## config.mk

```make
export PLATFORM = sky130hd
export DESIGN_NAME = ps2_rx_buf
export DESIGN_NICKNAME = d
export VERILOG_FILES = /design/src/rtl/ps2_rx_buf.sv
export SDC_FILE = /design/constraint.sdc
export NUM_CORES = 1
export LEC_CHECK = 0
export ABC_AREA = 1
export BUFFER_PORTS_ARGS = -buffer_cell sky130_fd_sc_hd__buf_2
export CORE_ASPECT_RATIO = 1.25
export CORE_MARGIN = 2
export CORE_UTILIZATION = 60
export DETAILED_ROUTE_END_ITERATION = 10
export GPL_ROUTABILITY_DRIVEN = 0
export GPL_TIMING_DRIVEN = 0
export PLACE_DENSITY = 0.89
export SLEW_MARGIN = 10
export SYNTH_ARGS = -nofsm -noshare
export SYNTH_HDL_FRONTEND = slang
export SYNTH_SLANG_ARGS = --single-unit
```

## constraint.sdc

```tcl
create_clock -name clk_sys -period 7.1 [get_ports clk_sys]
set_input_delay 0 -clock clk_sys [delete_from_list [all_inputs] [get_ports clk_sys]]
set_output_delay 0 -clock clk_sys [all_outputs]
set_load 0.02 [all_outputs]
```

## src/rtl/ps2_rx_buf.sv

```systemverilog
// ps2_rx_buf: PS/2 device-to-host receiver with a receive FIFO.
//
// The raw pins are synchronised and the clock is glitch-filtered. An 11-bit
// frame (start, 8 data LSB first, odd parity, stop) is shifted in on the
// falling edges of the filtered clock. Each completed frame is checked and
// pushed into a first-word-fall-through FIFO. A watchdog aborts a partial
// frame if the clock stalls, so the receiver always returns to IDLE.
//
// Ports:
//   clk_sys, rst_n      system clock; asynchronous active-low reset
//   ps2_clk, ps2_data   raw PS/2 pins (asynchronous to clk_sys)
//   rd_en               pop request, honoured only while rd_vld=1
//   rd_vld/rd_data/rd_perr  head of FIFO (FWFT), zero when empty
//   fifo_count          current FIFO occupancy
//   overflow            sticky: a completed frame was lost to a full FIFO
//   timeout_err         one-cycle pulse when a partial frame is aborted
//   frame_err_cnt       saturating count of parity/stop errors
//   clr_err             synchronous clear of overflow and frame_err_cnt
//
// Handshake: rd_data/rd_perr are valid whenever rd_vld=1; a pop happens on
// every clock edge where rd_en=1 and rd_vld=1, otherwise rd_en is ignored.
module ps2_rx_buf #(
    parameter int SYNC_STAGES = 3,
    parameter int FILT_LEN    = 4,
    parameter int TIMEOUT_CYC = 50000,
    parameter int FIFO_DEPTH  = 16,
    parameter int DROP_BAD    = 1
) (
    input  logic                              clk_sys,
    input  logic                              rst_n,
    input  logic                              ps2_clk,
    input  logic                              ps2_data,
    input  logic                              rd_en,
    output logic                              rd_vld,
    output logic [7:0]                        rd_data,
    output logic                              rd_perr,
    output logic [$clog2(FIFO_DEPTH+1)-1:0]   fifo_count,
    output logic                              overflow,
    output logic                              timeout_err,
    output logic [7:0]                        frame_err_cnt,
    input  logic                              clr_err
);

    localparam int CW = $clog2(FIFO_DEPTH + 1);
    localparam int PW = $clog2(FIFO_DEPTH);
    localparam int FW = (FILT_LEN > 1) ? $clog2(FILT_LEN) : 1;
    localparam int TW = $clog2(TIMEOUT_CYC + 1);

    typedef enum logic [1:0] {IDLE, DATA, PARITY, STOP} state_t;

    // ---------------- input path ----------------
    logic [SYNC_STAGES-1:0] clk_sync_q, data_sync_q;
    logic [FILT_LEN-1:0]    data_dly_q;
    logic [FW-1:0]          filt_cnt_q, filt_cnt_d;
    logic                   filt_clk_q, filt_clk_d, filt_prev_q;
    logic                   clk_s, data_s, strobe;

    assign clk_s  = clk_sync_q[SYNC_STAGES-1];
    // Data is delayed by FILT_LEN so it stays aligned with the filtered clock.
    assign data_s = data_dly_q[FILT_LEN-1];
    assign strobe = filt_prev_q & ~filt_clk_q;

    always_ff @(posedge clk_sys or negedge rst_n) begin
        if (!rst_n) begin
            clk_sync_q  <= '1;
            data_sync_q <= '1;
            data_dly_q  <= '1;
        end else begin
            clk_sync_q[0]  <= ps2_clk;
            data_sync_q[0] <= ps2_data;
            for (int i = 1; i < SYNC_STAGES; i++) begin
                clk_sync_q[i]  <= clk_sync_q[i-1];
                data_sync_q[i] <= data_sync_q[i-1];
            end
            data_dly_q[0] <= data_sync_q[SYNC_STAGES-1];
            for (int i = 1; i < FILT_LEN; i++) begin
                data_dly_q[i] <= data_dly_q[i-1];
            end
        end
    end

    // filt_cnt_q counts consecutive samples that disagree with the filtered
    // level; the level flips on the FILT_LEN-th such sample.
    always_comb begin
        filt_cnt_d = filt_cnt_q;
        filt_clk_d = filt_clk_q;
        if (clk_s == filt_clk_q) begin
            filt_cnt_d = '0;
        end else if (filt_cnt_q == FW'(FILT_LEN - 1)) begin
            filt_clk_d = clk_s;
            filt_cnt_d = '0;
        end else begin
            filt_cnt_d = filt_cnt_q + 1'b1;
        end
    end

    always_ff @(posedge clk_sys or negedge rst_n) begin
        if (!rst_n) begin
            filt_cnt_q  <= '0;
            filt_clk_q  <= 1'b1;
            filt_prev_q <= 1'b1;
        end else begin
            filt_cnt_q  <= filt_cnt_d;
            filt_clk_q  <= filt_clk_d;
            filt_prev_q <= filt_clk_q;
        end
    end

    // ---------------- frame FSM ----------------
    state_t         state_q, state_d;
    logic [2:0]     bit_cnt_q, bit_cnt_d;
    logic [7:0]     shift_q, shift_d;
    logic           par_q, par_d;
    logic [TW-1:0]  to_cnt_q, to_cnt_d;
    logic           timeout_d, frame_done, frame_good;

    always_comb begin
        state_d    = state_q;
        bit_cnt_d  = bit_cnt_q;
        shift_d    = shift_q;
        par_d      = par_q;
        to_cnt_d   = to_cnt_q;
        timeout_d  = 1'b0;
        frame_done = 1'b0;
        frame_good = 1'b0;

        // Watchdog: only runs mid-frame and restarts on every strobe.
        if (state_q == IDLE || strobe) begin
            to_cnt_d = '0;
        end else if (to_cnt_q == TW'(TIMEOUT_CYC - 1)) begin
            to_cnt_d  = '0;
            state_d   = IDLE;
            timeout_d = 1'b1;
        end else begin
            to_cnt_d = to_cnt_q + 1'b1;
        end

        if (strobe) begin
            case (state_q)
                IDLE: begin
                    if (!data_s) begin
                        state_d   = DATA;
                        bit_cnt_d = 3'd0;
                    end
                end
                DATA: begin
                    shift_d   = {data_s, shift_q[7:1]};
                    bit_cnt_d = bit_cnt_q + 3'd1;
                    if (bit_cnt_q == 3'd7) state_d = PARITY;
                end
                PARITY: begin
                    par_d   = data_s;
                    state_d = STOP;
                end
                STOP: begin
                    frame_done = 1'b1;
                    frame_good = (^{shift_q, par_q}) & data_s;
                    state_d    = IDLE;
                end
                default: state_d = IDLE;
            endcase
        end
    end

    always_ff @(posedge clk_sys or negedge rst_n) begin
        if (!rst_n) begin
            state_q     <= IDLE;
            bit_cnt_q   <= '0;
            shift_q     <= '0;
            par_q       <= 1'b0;
            to_cnt_q    <= '0;
            timeout_err <= 1'b0;
        end else begin
            state_q     <= state_d;
            bit_cnt_q   <= bit_cnt_d;
            shift_q     <= shift_d;
            par_q       <= par_d;
            to_cnt_q    <= to_cnt_d;
            timeout_err <= timeout_d;
        end
    end

    // ---------------- FIFO and error status ----------------
    logic [8:0]    mem_q [FIFO_DEPTH];
    logic [PW-1:0] wr_ptr_q, rd_ptr_q;
    logic [CW-1:0] count_q, count_d;
    logic          push_req, push, pop, full, ovf_evt;
    logic          overflow_q;
    logic [7:0]    err_cnt_q;

    assign full     = (count_q == CW'(FIFO_DEPTH));
    assign rd_vld   = (count_q != '0);
    assign pop      = rd_en & rd_vld;
    assign push_req = frame_done & (frame_good | (DROP_BAD == 0));
    // A same-cycle pop frees the slot, so a full FIFO can still accept.
    assign push     = push_req & (~full | pop);
    assign ovf_evt  = push_req & full & ~pop;

    always_comb begin
        count_d = count_q;
        case ({push, pop})
            2'b10:   count_d = count_q + 1'b1;
            2'b01:   count_d = count_q - 1'b1;
            default: count_d = count_q;
        endcase
    end

    always_ff @(posedge clk_sys) begin
        if (push) mem_q[wr_ptr_q] <= {(DROP_BAD == 0) & ~frame_good, shift_q};
    end

    always_ff @(posedge clk_sys or negedge rst_n) begin
        if (!rst_n) begin
            wr_ptr_q   <= '0;
            rd_ptr_q   <= '0;
            count_q    <= '0;
            overflow_q <= 1'b0;
            err_cnt_q  <= '0;
        end else begin
            count_q <= count_d;
            if (push) wr_ptr_q <= wr_ptr_q + 1'b1;
            if (pop)  rd_ptr_q <= rd_ptr_q + 1'b1;
            if (clr_err) begin
                overflow_q <= 1'b0;
                err_cnt_q  <= '0;
            end else begin
                if (ovf_evt) overflow_q <= 1'b1;
                if (frame_done && !frame_good && err_cnt_q != 8'd255)
                    err_cnt_q <= err_cnt_q + 8'd1;
            end
        end
    end

    // Head is gated so outputs read zero while the FIFO is empty.
    assign rd_data       = rd_vld ? mem_q[rd_ptr_q][7:0] : 8'h00;
    assign rd_perr       = rd_vld ? mem_q[rd_ptr_q][8]   : 1'b0;
    assign fifo_count    = count_q;
    assign overflow      = overflow_q;
    assign frame_err_cnt = err_cnt_q;

endmodule
```

==> results.cfg <==
[floorplanning]
coreArea_um2 = 13810
rows = 48
fp.dieArea_um2 = 15080
start_util = 0.6128
io_pins = 31
die_w_um = 110.2
dieHeight_um = 136.8

[grt]
met3_usage = 0.05286
grt_max_degree = 62
gr-total-overflow = 0
gr-usage-met2 = 0.4683
gr-max-usage-layer = met2
grt_use_met1 = 0.3318
grt_pass1_wl_um = 30790
grt_pass1_vias = 6020
antenna_found_initial = 0
grt_util_all_layers = 0.2757

[synth]
ys_types = 43
netlist_area_um2 = 8464
synthesis.nets = 788
ys_seq_elements = 195
avgSynthCellArea_um2 = 11.02
yosys_warnings = 0
yosysSeqAreaShare = 0.6540
synthCells = 768

[layout]
nets = 844
drive_gt1_frac = 0.1410
area_growth_pct = 13.27
antenna_cells = 0

[worst_setup_path]
start_kind = flop
worst-r2r-cell-count = 21
cp.arrival_ps = 3830
critPathCaptureType = flop
critPathKind = flop to flop
crit_required_ps = 7450
path_max_fanout = 20

[detailed_routing]
drc = 0
drt_pre_antenna_iters = 8
drt_iter0_markers = 608
vias = 6113
avgRoutedWirePerCell_um = 19.53
vias_per_cell = 6.041
drt-total-wl_um = 19760
antenna_left = 0

[pwr]
p_per_area_nw_per_um2 = 377.5
power_switching_w = 0.001438
vdd_drop_max_mv = 0.2799
comb_power_share = 0.323
finalPower_w = 0.003620
power.internal_w = 0.002182
power_frac_clock = 0.259
netSwitchingFraction = 0.3973
p_leak_nw = 3.667
seq_power_share = 0.418

[clocking]
numClockSinks = 195
insertion_delay_ps = 430
cts_tree = built
path_clk_slew_ps = 70
clockBufferDepth = 2
htreeDepth = 4
root_buffer = clkbuf_16
cts_made_buffers = 17

[sta]
fin_skew_ps = 10.40
fin_ws_ps = 3617
rsz0062_at_grt = no
max-slew-margin-rel = 0.1572
report.final.slew_viol_count = 0
setup_tns_ps = 0
worst_pin_slew_ps = 1255
hold_viol = 0
final.period_utilization = 0.4906
period_needed_ps = 3483
fmax_mhz = 287.1
setup-violations-final = 0

[placement]
dp_slack_ps = 3717
portBuffers = 29
dpl.hpwl_um = 12610

[run]
maxCapViolCount = 0

[hold_path]
hold_class = primary input to async pin

[outcome]
status = finished clean
## synth_stat cells, drive strengths merged
library cell	n	area share
xor2	14	0.014
o21bai	1	0.00089
nor2	100	0.048
ha	14	0.021
o31ai	2	0.0018
nor4	2	0.0015
a211oi	1	0.00089
a21oi	20	0.012
o221ai	28	0.029
clkinv	1	0.00044
xnor2	5	0.0052
a31oi	1	0.00074
nor3	19	0.012
nand2	103	0.048
nor3b	2	0.0024
o21ai	94	0.056
nand3	43	0.028
nand4	16	0.012
clkbuf	22	0.0098
a32oi	1	0.0010
o211ai	1	0.00089
dfrtp	55	0.16
and3	1	0.00074
edfxtp	128	0.45
o22ai	4	0.0030
dfstp	12	0.037
nor2b	1	0.00074
inv	68	0.030
conb	1	0.00044
buf	8	0.0062
## power groups by stage
stage / combinational [W] / sequential (W) / clock, W
final: 0.00117 / 0.00151 / 0.000937
after global routing: 0.00127 / 0.00152 / 0.000986
after CTS: 0.00114 / 0.00151 / 0.000939
after detailed placement: 0.00112 / 0.00153 / 0
after global placement: 0.00107 / 0.00152 / 0
after floorplan: 0.000766 / 0.00148 / 0
## metal layers
metal / part of all wire / vias up
met4: 0.049 / 0
met2: 0.51 / 331
met1: 0.37 / 2893
met5: 0 / -
li1: - / 2821
met3: 0.073 / 68
## cells by family after synthesis
| group | count (synthesis) | share of synthesized area |
|---|---|---|
| xor gates and xnor gates | 19 | 0.01966 |
| other | 1 | 0.0004430 |
| DFF | 195 | 0.6540 |
| and+or+nand+nor | 287 | 0.1527 |
| adders and majority gates | 14 | 0.02069 |
| AOI/OAI and AO/OA | 153 | 0.1060 |
| buffers and inverters | 99 | 0.04656 |
## worst max-delay path, cell delays in order, from the launching register on
cell	delay, ps
dfrtp_1	930
inv_1	170
nand2_1	120
nand2_2	90
nand2_1	80
nand2_2	60
nand2_2	70
nand3_2	70
nand2_2	140
nand3_4	120
buf_6	190
ha_1	280
xor2_1	180
ha_1	190
inv_1	70
nand2_1	70
nand2_1	70
nand2_1	60
a21oi_1	150
xor2_1	160
nand2_1	60
o21ai_0	70
## placed cells by master, fill, tap and decap left out, types with 3 or more instances in the layout
cell,synthesis,routed
o22ai_1,4,4
o221ai_1,28,28
ha_1,14,14
a21oi_1,19,19
nand2_1,95,95
nor2_2,5,5
xnor2_1,5,5
clkbuf_1,22,22
nand2_2,8,8
nor3_2,1,15
dfstp_2,12,12
buf_2,3,31
o21ai_1,3,3
inv_1,64,64
nand4_1,16,16
inv_8,0,4
nor3_1,18,4
xor2_1,14,14
inv_6,0,3
nor2_1,93,93
nand3_1,40,40
clkinv_8,0,4
inv_2,4,4
edfxtp_1,128,128
dlygate4sd3_1,0,7
dfrtp_1,55,55
o21ai_0,91,91
clkbuf_16,0,17
## flip-flops by register name, indices dropped and copies added, names as in the netlist
register / cells
overflow: 1
frame_err_cnt: 8
data_dly_q: 4
timeout_err: 1
filt_prev_q: 1
filt_clk_q: 1
to_cnt_q: 16
clk_sync_q: 3
par_q: 1
state_q: 2
filt_cnt_q: 2
shift_q: 8
rd_ptr_q: 4
data_sync_q: 3
fifo_count: 5
wr_ptr_q: 4
mem_q: 128
bit_cnt_q: 3
## metrics by stage
step | cells | util | hold WS (ps) | instance area (um2)
after floorplan | 768 | - | -295.6 | 8464
after global placement | 972 | 0.6391 | 104.9 | 8828
after detailed placement | 973 | 0.6428 | -169.5 | 8879
after CTS | 1012 | 0.6905 | 114.2 | 9538
after global routing | 1012 | 0.6941 | 137.3 | 9588
final | 1012 | 0.6941 | 101.6 | 9588
## final timing paths
check	start	end	slack [ps]
worst min register to register	data_dly_q[2]	data_dly_q[3]	350
worst max register to register	shift_q[6]	fifo_count[4]	3620
min in group clk_sys	ps2_data	data_sync_q[0]	210
worst min-delay path	rst_n	frame_err_cnt[0]	100
max in group asynchronous	rst_n	frame_err_cnt[3]	6330
worst max-delay path	shift_q[6]	fifo_count[4]	3620
## area by class of cell
type	instances	area [um2]
sequential	195	5535
fill	940	4225
timing repair buffer	37	245.2
tap	175	219.0
clock inverter	15	163.9
buffer	30	135.1
inverter	69	259.0
multi-input combinational	474	2605
clock buffer	17	425.4
## what timing repair did
action | 4_1_cts | 5_1_grt
gates resized for setup | 0 | 0
hold endpoints to repair | 77 | 0
hold buffers | 7 | 0
setup endpoints to repair | 0 | 0
buffers inserted | 0 | 0
Note: power is estimated with default switching activity, not from simulation.
